===== src/rtl/song_sequencer.sv =====
// song_sequencer: writable song memory of (note, duration) entries played
// back in lesson mode (LED hint, wait for the right key) or autoplay mode
// (beat-timed, optional loop). When no song is running it encodes the
// lowest pressed key as a note code.
module song_sequencer #(
    parameter int NUM_KEYS = 8,
    parameter int NOTE_W   = 4,
    parameter int DEPTH    = 32,
    parameter int ADDR_W   = 5,
    parameter int DUR_W    = 4,
    parameter int BEAT_DIV = 12500000
) (
    input  logic                CLK,
    input  logic                RESET,
    input  logic [1:0]          mode,
    input  logic                start,
    input  logic                loop,
    input  logic [NUM_KEYS-1:0] keys,
    input  logic                wr_en,
    input  logic [ADDR_W-1:0]   wr_addr,
    input  logic [NOTE_W-1:0]   wr_note,
    input  logic [DUR_W-1:0]    wr_dur,
    input  logic [ADDR_W:0]     len,
    output logic [NOTE_W-1:0]   note,
    output logic [NUM_KEYS-1:0] Led,
    output logic                busy,
    output logic                done,
    output logic [ADDR_W-1:0]   pos,
    output logic [7:0]          mistakes,
    output logic                beat
);
    localparam int CNT_W   = (BEAT_DIV > 1) ? $clog2(BEAT_DIV) : 1;
    localparam int ENTRY_W = NOTE_W + DUR_W;

    localparam logic [1:0] MODE_LESSON = 2'b01;
    localparam logic [1:0] MODE_AUTO   = 2'b10;

    localparam logic [2:0] S_IDLE   = 3'd0;
    localparam logic [2:0] S_FETCH  = 3'd1;
    localparam logic [2:0] S_L_WAIT = 3'd2;
    localparam logic [2:0] S_L_HOLD = 3'd3;
    localparam logic [2:0] S_A_PLAY = 3'd4;
    localparam logic [2:0] S_FINISH = 3'd5;

    localparam logic [ADDR_W:0]  LEN_ONE  = 1;
    localparam logic [CNT_W-1:0] CNT_LAST = CNT_W'(BEAT_DIV - 1);

    logic [2:0]          state, state_nxt;
    logic [ADDR_W-1:0]   pos_nxt;
    logic [1:0]          run_mode, run_mode_nxt;
    logic [NOTE_W-1:0]   cur_note, cur_note_nxt;
    logic [DUR_W-1:0]    ticks, ticks_nxt;
    logic [7:0]          mistakes_nxt;
    logic [CNT_W-1:0]    beat_cnt;
    logic [NUM_KEYS-1:0] keys_q;
    logic [NOTE_W-1:0]   free_note, free_q;
    logic [NUM_KEYS-1:0] cur_hot;

    logic [ENTRY_W-1:0]  mem [DEPTH];
    logic [ENTRY_W-1:0]  rd_q;
    logic [NOTE_W-1:0]   rd_note;
    logic [DUR_W-1:0]    rd_dur;

    logic start_ok;
    logic running;
    logic is_last;
    logic wrong_press;

    assign rd_note = rd_q[ENTRY_W-1:DUR_W];
    assign rd_dur  = rd_q[DUR_W-1:0];

    assign start_ok = start && (mode == MODE_LESSON || mode == MODE_AUTO) && (len != '0);
    assign running  = (state != S_IDLE) && (state != S_FINISH);
    // Lowering len below pos+1 mid-song makes the current entry the last one.
    assign is_last  = ({1'b0, pos} + LEN_ONE) >= len;
    // A wrong press is a fresh press (keys were all released) that is not the hint.
    assign wrong_press = (keys_q == '0) && (keys != '0) && (keys != cur_hot);

    assign beat     = (beat_cnt == CNT_LAST);
    assign busy     = running;
    assign done     = (state == S_FINISH);

    // Lowest-indexed pressed key wins; code 0 means no key.
    always_comb begin
        // NOTE: every variable written in a combinational block gets a default first, so no latch is inferred.
        free_note = '0;
        for (int k = NUM_KEYS - 1; k >= 0; k--) begin
            if (keys[k]) free_note = NOTE_W'(k + 1);
        end
    end

    // One-hot LED pattern of the current entry's note; a rest lights nothing.
    always_comb begin
        cur_hot = '0;
        for (int k = 0; k < NUM_KEYS; k++) begin
            if (cur_note == NOTE_W'(k + 1)) cur_hot[k] = 1'b1;
        end
    end

    // Song memory: synchronous write, registered read of the entry pos is moving to.
    always_ff @(posedge CLK) begin
        // NOTE: the song memory is deliberately not reset; its contents are don't-care until written.
        if (wr_en) mem[wr_addr] <= {wr_note, wr_dur};
        rd_q <= mem[pos_nxt];
    end

    // Beat divider plus the key history used for free play and press detection.
    always_ff @(posedge CLK or posedge RESET) begin
        if (RESET) begin
            beat_cnt <= '0;
            keys_q   <= '0;
            free_q   <= '0;
        end else begin
            // NOTE: non-blocking assignments so every register samples the pre-edge values.
            if (start_ok || beat) beat_cnt <= '0;
            else                  beat_cnt <= beat_cnt + CNT_W'(1);
            keys_q <= keys;
            free_q <= free_note;
        end
    end

    // Next-state logic: start and abort override the per-state behaviour.
    always_comb begin
        state_nxt    = state;
        pos_nxt      = pos;
        run_mode_nxt = run_mode;
        cur_note_nxt = cur_note;
        ticks_nxt    = ticks;
        mistakes_nxt = mistakes;
        if (start_ok) begin
            state_nxt    = S_FETCH;
            pos_nxt      = '0;
            run_mode_nxt = mode;
            cur_note_nxt = '0;
            if (mode == MODE_LESSON) mistakes_nxt = '0;
        end else if (running && mode != run_mode) begin
            state_nxt = S_IDLE;
            pos_nxt   = '0;
        end else begin
            case (state)
                S_FETCH: begin
                    cur_note_nxt = rd_note;
                    if (run_mode == MODE_AUTO) begin
                        ticks_nxt = (rd_dur == '0) ? DUR_W'(1) : rd_dur;
                        state_nxt = S_A_PLAY;
                    end else if (rd_note == '0) begin
                        if (is_last) begin
                            state_nxt = S_FINISH;
                            pos_nxt   = '0;
                        end else begin
                            pos_nxt = pos + ADDR_W'(1);
                        end
                    end else begin
                        state_nxt = S_L_WAIT;
                    end
                end
                S_L_WAIT: begin
                    if (keys == cur_hot) state_nxt = S_L_HOLD;
                    else if (wrong_press && mistakes != 8'hFF) mistakes_nxt = mistakes + 8'd1;
                end
                S_L_HOLD: begin
                    if (keys == '0) begin
                        if (is_last) begin
                            state_nxt = S_FINISH;
                            pos_nxt   = '0;
                        end else begin
                            state_nxt = S_FETCH;
                            pos_nxt   = pos + ADDR_W'(1);
                        end
                    end
                end
                S_A_PLAY: begin
                    if (beat) begin
                        if (ticks <= DUR_W'(1)) begin
                            if (!is_last) begin
                                state_nxt = S_FETCH;
                                pos_nxt   = pos + ADDR_W'(1);
                            end else if (loop) begin
                                state_nxt = S_FETCH;
                                pos_nxt   = '0;
                            end else begin
                                state_nxt = S_FINISH;
                                pos_nxt   = '0;
                            end
                        end else begin
                            ticks_nxt = ticks - DUR_W'(1);
                        end
                    end
                end
                S_FINISH: state_nxt = S_IDLE;
                S_IDLE:   state_nxt = S_IDLE;
                default: begin
                    state_nxt = S_IDLE;
                    pos_nxt   = '0;
                end
            endcase
        end
    end

    // Sequencer state registers.
    always_ff @(posedge CLK or posedge RESET) begin
        if (RESET) begin
            state    <= S_IDLE;
            pos      <= '0;
            run_mode <= '0;
            cur_note <= '0;
            ticks    <= '0;
            mistakes <= '0;
        end else begin
            state    <= state_nxt;
            pos      <= pos_nxt;
            run_mode <= run_mode_nxt;
            cur_note <= cur_note_nxt;
            ticks    <= ticks_nxt;
            mistakes <= mistakes_nxt;
        end
    end

    // Output mux: free-play note unless autoplay owns the note; LEDs only while playing.
    always_comb begin
        note = free_q;
        Led  = '0;
        case (state)
            S_L_WAIT, S_L_HOLD: Led = cur_hot;
            S_A_PLAY: begin
                note = cur_note;
                Led  = cur_hot;
            end
            S_FETCH: begin
                if (run_mode == MODE_AUTO) note = cur_note;
            end
            default: begin
                note = free_q;
                Led  = '0;
            end
        endcase
    end

endmodule


===== config.mk =====
export PLATFORM = sky130hd
export DESIGN_NAME = song_sequencer
export DESIGN_NICKNAME = d
export VERILOG_FILES = /design/src/rtl/song_sequencer.sv
export SDC_FILE = /design/constraint.sdc
export NUM_CORES = 1
export LEC_CHECK = 0
export CAP_MARGIN = 10
export CORE_UTILIZATION = 50
export CTS_BUF_LIST = sky130_fd_sc_hd__clkbuf_8
export DETAILED_ROUTE_END_ITERATION = 10
export HOLD_SLACK_MARGIN = 0.1
export PLACE_DENSITY = 0.68
export SYNTH_ARGS = -nofsm -noshare
export SYNTH_HDL_FRONTEND = slang
export SYNTH_SLANG_ARGS = --single-unit

===== constraint.sdc =====
create_clock -name CLK -period 4 [get_ports CLK]
set_input_delay 1.2 -clock CLK [delete_from_list [all_inputs] [get_ports CLK]]
set_output_delay 1.2 -clock CLK [all_outputs]
set_load 0.02 [all_outputs]

==> reports/results.ini, run 1 <==
[power_and_ir_drop]
vdd_drop_max_uv=349
power_density_nw_per_um2=444
p_leak_nw=6.99

[yosys]
synthAdderAreaFrac=0.0101
ys_seq_area_frac=0.630
synth_mux_area_frac=0.0482
synth.most_common_cell=edfxtp_1
ys_ff_latch=326
ys_types=72
synth-xor-area-share=0.0164
synth_common_cells=edfxtp_1, o211ai_1, nor2_1
yosys.area.top_type=edfxtp_1
synth_compound_area_frac=0.148
netlist_instances=1183
synth-edff-count=256
yosysTopAreaCellShare=0.515
syn_area_um2=14900
synth-simple-area-share=0.0983
synth_top_family_by_area=compound AO/OA/AOI/OAI gates
ys_top_cells_by_area=edfxtp_1, dfrtp_1, o211ai_1
avgSynthCellArea_um2=12.6
synth_nets=1229
async_flop_share=0.190
yosys_warnings=0
synthFlopType=edfxtp_1

[sta]
setup_viol=0
worst_slack_ps=70.3
finalMaxSlewViolations=0
fin_crit_sh=0.982
fmax_ghz=0.254
grt_setup_unrepaired=no
min_period_ps=3930
worstMarginPinSlew_ps=763
clock_skew_ps=38.0
slew-limit-headroom=0.489
hold_viol_final=0

[worst_hold_path]
worstHoldPathType=reg -> reg

[setup_path]
r2r-end=rd_q[3]
cp-start-kind=primary input
criticalPathCategory=in -> reg
cp-end-kind=flip-flop
cp.required_ps=4560
crit_arrival_ps=4490
timing.rr.start=pos[0]
r2r_cells=17
crit_start=len[4]
reg2reg_slack_ps=150
path_max_fanout=39
endpoint=rd_q[3]

[cells_and_area]
diodes=0
seqCellArea_um2=9400
nets=1401
multi_input_area_um2=4840
utilization=0.620
num-fill-cells=2305
area_growth_pct=20.6
drive_gt1_frac=0.189

[route]
drc=0
vias_per_cell=5.97
vias=10600
detail_route.wl_per_cell_um=21.3
finalWirelength_um=38100
firstDrtPassIters=6
drtAntennaViolNets=0
drt_iter0_drc=882

[clock_network]
cts_buffer_depth=3
htreeDepth=2
hold_buffers=0
cts_buffers=53
cts_sinks=326
cts_tree=yes
clk_pin_slew_ps=60
post_cts_buffers=0
clock_latency_ps=620
clock-root-buffer=clkbuf_8

[place]
io_buffers=61
dp_hpwl_um=24900
post-place-ws_ps=-609
place_congestion=0.895

[global_routing]
antenna_found_initial=0
grtUsageTotal=0.250
grt_max_degree=65
grt_pass1_vias=10400
grt_pass1_wl_um=58700
grt_overflow=0

[floorplan]
rows=62
pin_count=62
die_h_um=175
dieArea_um2=30500
die_w_um=175
initial_core_util=0.514
core_um2=29000

[run_status]
status=finished clean

[flow_run]
cap_violations=0

==> cell type report <==
class,count,share of cell area
inverter,91,0.0193
tap,384,0.0267
sequential,326,0.522
multi-input combinational,691,0.269
clock buffer,53,0.0405
clock inverter,47,0.0225
timing repair buffer,192,0.0998
==> layer usage <==
| metal | global-route usage | part of all wire | up-vias |
|---|---|---|---|
| met5 | 0 | 0 | - |
| li1 | - | - | 4890 |
| met1 | 0.345 | 0.43 | 5189 |
| met3 | 0.0518 | 0.081 | 84 |
| met4 | 0.0822 | 0.026 | 0 |
| met2 | 0.395 | 0.46 | 486 |
==> worst max-delay path: stages <==
cell	delay (ps)
clkdlybuf4s50_1	470
inv_1	50
ha_1	300
a21o_1	160
a21o_1	200
a21oi_1	120
buf_4	150
o211a_2	240
buf_12	230
buf_4	180
o211ai_1	100
o211ai_1	140
a21oi_1	160
o32ai_1	510
mux2_2	250
==> what timing repair did <==
action                                  4_1_cts  5_1_grt
endpoints found under the setup margin        5       16
gates resized for setup                       3       13
pin swaps                                     0        1
==> metrics by stage <==
step	cells	hold WS, ps	total power [mW]	setup TNS (ps)	instance area [um2]
after floorplan	1183	448	4.55	0	14900
after global placement	1684	468	4.96	-4050	16800
after detailed placement	1684	473	4.98	-4050	16800
after CTS	1784	480	8.03	0	17900
after global routing	1784	498	8.29	0	18000
final	1784	478	7.99	0	18000
==> worst min path at each step <==
stage / from / endpoint / depth (start not counted) / slack, ps
3_3_place_gp: beat_cnt[0] / beat_cnt[0] / 1 / 470
4_1_cts: beat_cnt[0] / beat_cnt[0] / 1 / 480
6_report: beat_cnt[0] / beat_cnt[0] / 1 / 480
5_1_grt: beat_cnt[0] / beat_cnt[0] / 1 / 500
3_5_place_dp: beat_cnt[0] / beat_cnt[0] / 1 / 470
2_1_floorplan: beat_cnt[0] / beat_cnt[0] / 1 / 450
==> power breakdown <==
part / switching (mW) / leakage [nW] / total (mW) / internal, mW
clock: 1.35 / 0.617 / 3.06 / 1.71
combinational: 0.637 / 3.18 / 1.06 / 0.424
sequential: 0.107 / 3.19 / 3.87 / 3.76
==> state kept, by name, indices dropped and copies added (netlist names) <==
| name | flops |
|---|---|
| mistakes | 8 |
| ticks | 4 |
| pos | 5 |
| cur_note | 4 |
| keys_q | 8 |
| state | 3 |
| run_mode | 2 |
| rd_q | 8 |
| beat_cnt | 24 |
| free_q | 4 |
| mem | 256 |
==> cells by family (layout without fill, tap and decap cells) <==
logic type	count (synthesis)	count (layout)
buf+inv	166	383
flops	326	326
fa+ha+maj	12	12
xor+xnor	28	28
mux	69	69
simple gates	285	285
compound gates	297	297
==> placed cells by master (no fill, tap or decap), drive strengths merged, types with 9 or more instances in the layout <==
| cell | Yosys | final |
|---|---|---|
| nor2 | 93 | 93 |
| clkinv | 2 | 28 |
| clkbuf | 34 | 53 |
| dfrtp | 62 | 62 |
| clkdlybuf4s50 | 0 | 55 |
| a21oi | 34 | 34 |
| mux2 | 23 | 23 |
| nand2 | 52 | 52 |
| and3 | 9 | 9 |
| o2111ai | 18 | 18 |
| a32o | 10 | 10 |
| nand3 | 42 | 42 |
| buf | 41 | 131 |
| inv | 89 | 101 |
| a22oi | 10 | 10 |
| mux2i | 46 | 46 |
| a41oi | 16 | 16 |
| o21ai | 40 | 40 |
| nand4 | 13 | 13 |
| xor2 | 18 | 18 |
| o211ai | 115 | 115 |
| nor3 | 14 | 14 |
| ha | 12 | 12 |
| xnor2 | 10 | 10 |
| edfxtp | 256 | 256 |
Note: power is estimated with default switching activity, not from simulation.
==> inputs of run 2 (changes only) <==
- CORE_MARGIN: not set -> 3
- CTS_CLUSTER_SIZE: not set -> 40
- SKIP_CTS_REPAIR_TIMING: not set -> 1
==> run 2 against run 1 <==
Cell count fell by 0.50%; via count fell by 0.44%; final area fell by 0.70%; utilization fell by 0.60 points; largest cell class unchanged; critical path type unchanged.
==> reports/results.ini, run 2 (same netlist as run 1, synthesis figures left out) <==
[run_status]
status=finished clean

[setup_path]
reg2reg_slack_ps=260
path_max_fanout=44
cp-start-kind=primary input
timing.rr.start=pos[0]
criticalPathCategory=in -> reg
r2r-end=rd_q[5]
crit_arrival_ps=4340
r2r_cells=16
cp-end-kind=flip-flop
cp.required_ps=4460

[sta]
fin_crit_sh=0.971
worstMarginPinSlew_ps=921
worst_slack_ps=116
slew-limit-headroom=0.384
fin_tns_setup_ps=0
setup_viol=0
finalMaxSlewViolations=0
grt_setup_unrepaired=no
hold_viol_final=0
min_period_ps=3880
clock_skew_ps=37.2
fmax_ghz=0.257

[cells_and_area]
top_register=mem
largest_reg_flops=256
diodes=0
area_growth_pct=19.7
nets=1397
drive_gt1_frac=0.190
final_area_um2=17900
layout.cells.non_filler=1775
mostFrequentLayoutCells=edfxtp_1, o211ai_1, buf_4
reg_top3=mem (256), beat_cnt (24)
final_common_cell=edfxtp_1

[route]
drt_iter0_drc=1230
vias_per_cell=5.97
firstDrtPassIters=5
vias=10600
finalWirelength_um=38700
drtAntennaViolNets=0
detail_route.wl_per_cell_um=21.8
drc=0

[clock_network]
cts_buffer_depth=3
htreeDepth=2
cts_tree=yes
clock_latency_ps=600
cts_buffers=53
clk_pin_slew_ps=60
clock-root-buffer=clkbuf_8
cts_sinks=326

[place]
dpl.cell_count=1679
io_buffers=61
post_dp_cell_area_um2=16800
dp_hpwl_um=24900
post-place-ws_ps=-525
place_congestion=0.906

[power_and_ir_drop]
vdd_drop_max_uv=282
p_clk_frac=0.361
combPwrFrac=0.141
internal-power_mw=5.65
p_sw_mw=2.09
power_density_nw_per_um2=433
swShare=0.271
p_leak_nw=6.83
pwr-share-seq=0.498
power_mw=7.74

[floorplan]
die_h_um=179
initial_core_util=0.513
pin_count=62
die_w_um=179
core_um2=29100
rows=62
dieArea_um2=32000

[worst_hold_path]
hp-start=beat_cnt[0]
worstHoldPathType=reg -> reg
worstHoldPathCells=1
min_to=beat_cnt[0]

[global_routing]
grt_max_degree=65
antenna_found_initial=0
grtUsageTotal=0.242
grt_pass1_wl_um=59700
grt_pass1_vias=10300
grt_overflow=0

[flow_run]
cap_violations=0

-- run 2: worst max-delay path, stage by stage --
cell and delay [ps]:
clkdlybuf4s50_1 440, nor4_2 330, buf_4 170, a31oi_1 120, o21bai_1 220, o21a_2 270
buf_4 180, buf_12 180, o211ai_1 280, o211ai_1 130, a21oi_1 260, o32ai_1 130
buf_4 140, mux2_2 260
-- run 2: cell type report --
type	count	area, um2
clock buffer	54	743
clock inverter	41	279
fill	2294	11200
inverter	91	350
multi-input combinational	691	4860
sequential	326	9400
tap	384	480
timing repair buffer	188	1760
-- run 2: worst max-delay path by stage --
| stage | from | endpoint | cells past startpoint |
|---|---|---|---|
| floorplan | len[4] | rd_q[2] | 13 |
| global placement | len[2] | rd_q[5] | 14 |
| detailed placement | len[1] | rd_q[5] | 14 |
| CTS | state[0] | note[0] | 6 |
| global route | len[4] | rd_q[6] | 15 |
| finish | keys[3] | rd_q[5] | 14 |
-- run 2: metrics by stage --
stage	hold slack, ps	utilization
CTS	482	0.611
detailed placement	475	0.576
global route	501	0.614
global placement	478	0.576
floorplan	448	-
finish	474	0.614
-- run 2: per-layer routing --
metal  GRT usage  wire [um]  vias up
li1            -          -     4878
met1       0.356      16900     5091
met2       0.362      17100      543
met3      0.0500       3570       90
met4      0.0812       1170        0
met5           0          0        -
-- run 2: power groups by stage --
stage / combinational [mW] / sequential [mW] / clock, mW
3_3_place_gp: 1.05 / 3.92 / 0
4_1_cts: 1.07 / 3.85 / 2.84
3_5_place_dp: 1.07 / 3.92 / 0
5_1_grt: 1.17 / 3.87 / 2.99
2_1_floorplan: 0.661 / 3.89 / 0
6_report: 1.09 / 3.85 / 2.80
==> inputs of run 3 (changes only) <==
- CAP_MARGIN: 10 -> not set
==> results of run 3 <==
Same layout as run 2: the final DEF is identical, and so are final timing and power.
